===== src/rtl/next_grant_gen_pkg.sv =====
// Shared arbiter defaults, common to next_grant_gen and the downstream grant_request stage.
package next_grant_gen_pkg;

    localparam int ARB_CHANNELS       = 8;
    localparam int ARB_WIDTH          = 32;
    localparam int ARB_MAX_WEIGHT     = 16;
    localparam int ARB_DEFAULT_WEIGHT = 4;

endpackage : next_grant_gen_pkg


===== src/rtl/next_grant_gen_rr_pick.sv =====
// Round-robin pick: lowest-index candidate at or above ptr_i, else lowest overall.
module rr_pick
    import next_grant_gen_pkg::*;
#(
    parameter int n  = ARB_CHANNELS,
    parameter int iw = $clog2(n)
) (
    input  logic [n-1:0]  cand_i,
    input  logic [iw-1:0] ptr_i,
    output logic [n-1:0]  pick_o
);

    logic [n-1:0] upper;
    logic [n-1:0] src;

    always_comb begin
        upper = '0;
        for (int i = 0; i < n; i++) begin
            upper[i] = cand_i[i] && (i >= int'(ptr_i));
        end
    end

    // Fall back to the full candidate set when nothing sits at or above the pointer.
    assign src    = (upper != '0) ? upper : cand_i;
    assign pick_o = src & (~src + {{(n-1){1'b0}}, 1'b1});

endmodule : rr_pick


===== src/rtl/next_grant_gen.sv =====
// Weighted round-robin candidate generator: proposes the next one-hot grant and the
// weight of the channel currently being serviced.
module next_grant_gen
    import next_grant_gen_pkg::*;
#(
    parameter int channels       = ARB_CHANNELS,
    parameter int width          = ARB_WIDTH,
    parameter int max_weight     = ARB_MAX_WEIGHT,
    parameter int default_weight = ARB_DEFAULT_WEIGHT
) (
    input  logic                        clk,
    input  logic                        reset,
    input  logic [channels-1:0]         request,
    input  logic [channels-1:0]         priorities,
    input  logic [channels-1:0]         grant,
    input  logic                        cfg_wr_en,
    input  logic [$clog2(channels)-1:0] cfg_wr_addr,
    input  logic [width-1:0]            cfg_wr_data,
    output logic [channels-1:0]         next_grant,
    output logic [width-1:0]            weight,
    output logic                        grant_err
);

    localparam int IDX_W = $clog2(channels);

    logic [IDX_W-1:0]    ptr_q, ptr_d;
    logic [channels-1:0] next_grant_q, prev_grant_q;
    logic [width-1:0]    weight_q, weight_d;
    logic                grant_err_q, grant_err_d;
    logic [width-1:0]    tbl_q [channels];

    logic [channels-1:0] cand, pick, grant_low, wr_sel;
    logic [IDX_W-1:0]    grant_idx, ng_idx, rd_idx;
    logic                new_grant, rd_en, wr_hit;
    logic [width-1:0]    wr_val;

    assign cand = ((request & priorities) != '0) ? (request & priorities) : request;

    rr_pick #(.n(channels), .iw(IDX_W)) u_pick (
        .cand_i (cand),
        .ptr_i  (ptr_q),
        .pick_o (pick)
    );

    // Descending scan so the lowest set bit is the last assignment to stick.
    always_comb begin
        grant_idx = '0;
        ng_idx    = '0;
        for (int i = channels - 1; i >= 0; i--) begin
            if (grant[i])        grant_idx = IDX_W'(i);
            if (next_grant_q[i]) ng_idx    = IDX_W'(i);
        end
    end

    assign grant_low   = grant & (~grant + {{(channels-1){1'b0}}, 1'b1});
    assign grant_err_d = grant_err_q | ((grant & ~grant_low) != '0);
    assign new_grant   = (grant != '0) && (grant != prev_grant_q);
    assign ptr_d       = !new_grant ? ptr_q :
                         (grant_idx == IDX_W'(channels - 1)) ? '0 : grant_idx + 1'b1;

    assign wr_hit = cfg_wr_en && (int'(cfg_wr_addr) < channels);
    assign wr_val = (cfg_wr_data == '0)                ? width'(1) :
                    (cfg_wr_data > width'(max_weight)) ? width'(max_weight) : cfg_wr_data;

    for (genvar gi = 0; gi < channels; gi++) begin : g_wr_sel
        assign wr_sel[gi] = wr_hit && (cfg_wr_addr == IDX_W'(gi));
    end

    // The live grant takes precedence; otherwise look ahead to our own candidate.
    assign rd_en    = (grant != '0) || (next_grant_q != '0);
    assign rd_idx   = (grant != '0) ? grant_idx : ng_idx;
    assign weight_d = !rd_en                         ? weight_q :
                      (wr_hit && cfg_wr_addr == rd_idx) ? wr_val : tbl_q[rd_idx];

    always_ff @(posedge clk) begin
        if (reset) begin
            ptr_q        <= '0;
            next_grant_q <= '0;
            prev_grant_q <= '0;
            weight_q     <= '0;
            grant_err_q  <= 1'b0;
            for (int i = 0; i < channels; i++) begin
                tbl_q[i] <= width'(default_weight);
            end
        end else begin
            ptr_q        <= ptr_d;
            next_grant_q <= pick;
            prev_grant_q <= grant;
            weight_q     <= weight_d;
            grant_err_q  <= grant_err_d;
            for (int i = 0; i < channels; i++) begin
                if (wr_sel[i]) tbl_q[i] <= wr_val;
            end
        end
    end

    assign next_grant = next_grant_q;
    assign weight     = weight_q;
    assign grant_err  = grant_err_q;

endmodule : next_grant_gen


===== config.mk =====
export PLATFORM = sky130hd
export DESIGN_NAME = next_grant_gen
export DESIGN_NICKNAME = d
export VERILOG_FILES = /design/src/rtl/next_grant_gen_pkg.sv /design/src/rtl/next_grant_gen_rr_pick.sv /design/src/rtl/next_grant_gen.sv
export SDC_FILE = /design/constraint.sdc
export NUM_CORES = 1
export LEC_CHECK = 0
export BUFFER_PORTS_ARGS = -buffer_cell sky130_fd_sc_hd__buf_2
export CORE_ASPECT_RATIO = 0.6
export CORE_UTILIZATION = 35
export DETAILED_ROUTE_END_ITERATION = 10
export PLACE_DENSITY_LB_ADDON = 0.1
export SLEW_MARGIN = 20
export SYNTH_ARGS = -nofsm -noshare
export SYNTH_HDL_FRONTEND = slang
export SYNTH_SLANG_ARGS = --single-unit

===== constraint.sdc =====
create_clock -name clk -period 3.3 [get_ports clk]
set_clock_uncertainty 0.2 [all_clocks]
set_input_delay 0.165 -clock clk [delete_from_list [all_inputs] [get_ports clk]]
set_output_delay 0.165 -clock clk [all_outputs]
set_load 0.02 [all_outputs]

==> summary.txt, run 1 <==
status - complete, no violations
I/O pin cnt - 103
pwr dens - 562.1 nW/µm²
dpl hpwl - 17.96 mm
Initial Utilization - 0.3568
Slew @ Worst Pin - 0.9221 ns
endpoint class of the critical path - flop
Max-Slew Margin vs Limit - 0.3788
Worst EP required - 3.55 ns
Leak Pwr - 6.550 nW
DR iter-0 viols - 519
fin crit share - 0.9618
synthesized area - 12540 µm²
final setup margin - 0.1262 ns
die height - 148.6 µm
Netlist cell types - 67
largest net degree at the start of global routing - 60
Hold Worst Slack - 0.07257 ns
total power - 8.986 mW
routability-driven placement congestion ratio - 0.8147
TritonCTS Sinks - 308
fin nets - 1236
Ys Warns - 0
Remaining DRCs - 0
fin. max-slew vios - 0
number of max-cap violations - 0
share of cells above drive strength 1 - 0.1821
DR WL/cell - 18.10 µm
Worst Setup Start Kind - input pin
Primary FF master, synth - edfxtp_1
commonest non-fill, non-tap cells in the layout - edfxtp_1 (256), conb_1 (216), mux2i_1 (108)
Final Setup Violations - 0
clock root buffer - clkbuf_16
fillers - 3210
total CTS buffers - 30
input/output buffers - 102
worst-path maximum fanout - 10
Synth async-reset ratio - 0
1st-pass router iterations - 5
Chip Width - 246.4 µm
pre-CTS WS - 0.3555 ns
Peak supply drop - 0.3644 mV
Max clock buf depth - 3
Skew-Pair Late Insertion Delay - 0.56 ns
vias in the first global route - 7631
average via count per standard cell - 4.551
core area - 35150 µm²
Avg Synthesized Cell Area - 15.62 µm²
most common cell after layout, fill and taps aside - edfxtp_1
Detailed Route WL - 30.12 mm
H-Tree Depth - 1
worst setup path category - input pin to flop
Setup TNS Final - 0 ns
Antenna Nets Post-Route - 0
Core Rows - 53
EDFF count, synth - 256
global-route wire length before repair - 46.67 mm
grt ovf - 0
Worst Hold Class - input pin to flop
register area share after synthesis - 0.6961
Worst EP arrival - 3.42 ns
die area - 36610 µm²
Tmin final - 3.174 ns
post-CTS setup buffers - 0
Clk pin slew, worst setup/hold paths - 0.06 ns
fmax - 315.1 MHz
CTS tree - done
Area Overhead vs Synth - 27.49%
vias post-DR - 7573
initial antenna violation count - 0
flops & latches, synth - 308
Post-Synthesis Cells - 803
n_diodes - 0
Total Routing Usage GR - 0.1712
endpoints failing hold - 0
RSZ-0062 raised after global routing - no
==> final cells by class <==
cell class              instances  area (µm²)  share of cell area
clock buffers                  44       884.6             0.05533
clock inverters                12       88.84            0.005557
inverters                      12       45.04            0.002818
multi-input cells             650        4349              0.2721
flip-flops and latches        308        8728              0.5460
well taps                     467       584.3             0.03655
repair buffers                171        1306             0.08171
==> power by group <==
group / internal [mW] / switching (mW) / leakage, nW
Clock: 1.93 / 1.44 / 0.482
Sequential: 4.58 / 0.115 / 2.95
Combinational: 0.385 / 0.538 / 3.12
Total: 6.90 / 2.09 / 6.55
==> per-stage QoR <==
stage | cells | area, µm² | util
after floorplan | 1018 | 13350 | -
after global placement | 1562 | 14550 | 0.4141
after detailed placement | 1562 | 14550 | 0.4141
after CTS | 1664 | 15990 | 0.4549
after global routing | 1664 | 15990 | 0.4549
final | 1664 | 15990 | 0.4549
==> final timing paths <==
path / slack (ns) / cells past startpoint / endpoint / start
max reg2reg: 0.54 / 8 / weight[11] / next_grant[2]
min reg2reg: 0.27 / 1 / weight[31] / weight[31]
min: 0.07 / 5 / next_grant[0] / priorities[1]
max: 0.13 / 9 / next_grant[7] / request[1]
==> routing by layer <==
| layer | up-vias | wire length, µm | track usage |
|---|---|---|---|
| met5 | - | 0 | 0 |
| met2 | 158 | 12660 | 0.2459 |
| met1 | 3662 | 15620 | 0.2684 |
| met4 | 0 | 518 | 0.03765 |
| li1 | 3712 | - | - |
| met3 | 41 | 1317 | 0.02761 |
==> synthesized netlist by cell type, drive strengths merged, types with 10 or more instances <==
| cell | n | area [µm²] |
|---|---|---|
| nor2b | 12 | 75.07 |
| nor2 | 47 | 178.9 |
| inv | 12 | 45.04 |
| nor4 | 11 | 90.08 |
| buf | 19 | 152.6 |
| nand2 | 15 | 56.30 |
| a32o | 24 | 240.2 |
| edfxtp | 256 | 7687 |
| mux2i | 108 | 1081 |
| a21oi | 13 | 65.06 |
| mux4 | 12 | 270.3 |
| o21ai | 15 | 75.07 |
| dfxtp | 52 | 1041 |
| nand3 | 10 | 50.05 |
| clkbuf | 29 | 108.9 |
| a22oi | 54 | 410.4 |
==> worst max-delay path, stage by stage <==
cell           delay [ns]
dlygate4sd3_1        0.54
buf_2                0.13
a22oi_1              0.33
and4_1               0.44
o21ai_0              0.16
dlygate4sd3_1        0.58
a211o_1              0.28
dlygate4sd3_1        0.56
nor3_1               0.23
==> kinds of logic (layout without fill, tap and decap cells) <==
logic type / after synthesis / after routing / share of synthesized area
other: 1 / 216 / 0.0002991
buffers and inverters: 60 / 239 / 0.02445
AOI/OAI and AO/OA: 154 / 154 / 0.09559
adders and majority gates: 2 / 2 / 0.001796
muxes: 126 / 126 / 0.1132
xor gates and xnor gates: 10 / 10 / 0.006985
DFF: 308 / 308 / 0.6961
and+or+nand+nor: 142 / 142 / 0.06167
==> state kept, by name, indices dropped and copies added, names as in the netlist <==
| register | cells |
|---|---|
| tbl_q | 256 |
| weight | 32 |
| next_grant | 8 |
| ptr_q | 3 |
| prev_grant_q | 8 |
| grant_err | 1 |
==> repair_timing <==
item                      CTS  global route
gates resized for setup     0             0
hold buffers               46             0
hold endpoints to repair   49             0
(Power assumes the default switching activity.)
==> run 2, diff against run 1 <==
--- a/config.mk
+++ b/config.mk
@@ -7,7 +7,7 @@
 export LEC_CHECK = 0
 export BUFFER_PORTS_ARGS = -buffer_cell sky130_fd_sc_hd__buf_2
 export CORE_ASPECT_RATIO = 0.6
-export CORE_UTILIZATION = 35
+export CORE_UTILIZATION = 45
 export DETAILED_ROUTE_END_ITERATION = 10
 export PLACE_DENSITY_LB_ADDON = 0.1
 export SLEW_MARGIN = 20
==> run 2 against run 1 <==
Maximum frequency rose by 2.9%. Setup slack gained 0.088 ns. Global-route usage increased by 3.3 points. Utilization is 13 points higher. Critical path depth is 1 higher. Largest power group unchanged. Via count increased by 0.30%. Die area shrank 22%. Largest cell class unchanged. Critical path type unchanged.
==> summary.txt, run 2 (synthesis gave the netlist of run 1 again) <==
Hold Worst Slack - 0.07001 ns
Worst EP required - 3.59 ns
die area - 28560 µm²
core area - 26880 µm²
status - complete, no violations
pwr dens - 571.5 nW/µm²
Chip Width - 217.5 µm
Reg2Reg Capture Point - weight[19]
share of cells above drive strength 1 - 0.1787
die height - 131.3 µm
H-Tree Depth - 1
1st-pass router iterations - 5
TritonCTS Sinks - 308
CTS tree - done
number of max-cap violations - 0
Initial Utilization - 0.4665
largest net degree at the start of global routing - 108
R2R Setup Slk - 0.43 ns
reg-to-reg startpoint - next_grant[2]
Total Routing Usage GR - 0.2046
vias post-DR - 7596
fin nets - 1234
reg2reg path depth - 8
input/output buffers - 102
GR Util met2 - 0.2898
commonest non-fill, non-tap cells in the layout - edfxtp_1 (256), conb_1 (216), mux2i_1 (108)
Largest register FFs - 256
routability-driven placement congestion ratio - 0.8642
n_diodes - 0
fillers - 2112
Final Setup Violations - 0
GR Layer Usage met3 - 0.03843
GRT busiest layer - met1
Core Rows - 46
average via count per standard cell - 4.894
Slew @ Worst Pin - 0.8446 ns
vias in the first global route - 7520
Hold Path Stages - 6
# placed instances - 1455
final instance area - 15730 µm²
fmax - 324.1 MHz
worst setup path category - input pin to flop
Tmin final - 3.086 ns
Leak Pwr - 6.504 nW
placed cell area - 14310 µm²
endpoint class of the critical path - flop
most common cell after layout, fill and taps aside - edfxtp_1
Worst Hold Class - input pin to flop
fin. max-slew vios - 0
post-CTS setup buffers - 0
Max-Slew Margin vs Limit - 0.4370
grt ovf - 0
Area Overhead vs Synth - 25.44%
fin cells - 1552
Detailed Route WL - 28.54 mm
Max clock buf depth - 3
Skew-Pair Late Insertion Delay - 0.55 ns
Peak supply drop - 0.3724 mV
dpl hpwl - 16.83 mm
DR iter-0 viols - 577
Hold Startpoint - priorities[4]
global-route wire length before repair - 44.17 mm
Worst EP arrival - 3.38 ns
fin crit share - 0.9351
total CTS buffers - 29
Remaining DRCs - 0
Antenna Nets Post-Route - 0
worst-path maximum fanout - 10
Hold Path End - next_grant[7]
Multi-input gate area - 4348 µm²
clock root buffer - clkbuf_16
Reg with most FFs - tbl_q
DR WL/cell - 18.39 µm
endpoints failing hold - 0
RSZ-0062 raised after global routing - no
initial antenna violation count - 0
Worst Setup Start Kind - input pin
Register Area - 8728 µm²
Clk pin slew, worst setup/hold paths - 0.06 ns
I/O pin cnt - 103
Setup TNS Final - 0 ns
met1 Usage GRT - 0.3237
## run 2: where the power goes
group	switching (mW)	leakage (nW)	internal (mW)	total, mW
logic	0.530	3.09	0.370	0.899
clock network	1.40	0.470	1.99	3.39
registers	0.116	2.95	4.58	4.70
total	2.05	6.50	6.94	8.99
## run 2: final cells by class
type,count,area share
Tap cell,360,0.02864
Timing Repair Buffer,170,0.07604
Clock inverter,8,0.007636
Clock buffer,44,0.05353
Inverter,12,0.002864
Multi-Input combinational cell,650,0.2764
Sequential cell,308,0.5549
## run 2: per-stage QoR
stage               total power, mW  utilization  worst slack (ns)
floorplan                     5.320            -            0.5256
global placement              5.619       0.5325            0.4603
detailed placement            5.633       0.5325            0.4290
CTS                           9.072       0.5851            0.2064
global route                  9.334       0.5852           0.01924
finish                        8.989       0.5852            0.2142
## run 2: worst max-delay path by stage
stage,from,end,slack [ns],depth (start not counted)
detailed placement,grant[0],weight[22],0.43,9
finish,request[2],next_grant[4],0.21,10
CTS,request[4],next_grant[4],0.21,10
floorplan,next_grant[3],weight[2],0.53,7
global placement,grant[0],weight[23],0.46,9
global route,request[0],next_grant[4],0.02,10
## run 2: worst max-delay path, cell delays in order
cell           delay [ns]
dlygate4sd3_1        0.55
buf_2                0.14
a22oi_1              0.28
and4_1               0.42
o21ai_0              0.24
and3_1               0.26
o21ai_2              0.26
a22oi_1              0.20
nor4_1               0.27
dlygate4sd3_1        0.58
## run 2: what timing repair did
action / 4_1_cts / 5_1_grt
endpoints found under the hold margin: 48 / 0
gates resized for setup: 0 / 1
hold buffers: 45 / 0
setup endpoints to repair: 0 / 2
## run 2: layer usage
| layer | vias to the layer above | wire length (µm) |
|---|---|---|
| li1 | 3694 | - |
| met1 | 3654 | 14400 |
| met2 | 199 | 11970 |
| met3 | 49 | 1701 |
| met4 | 0 | 473 |
| met5 | - | 0 |
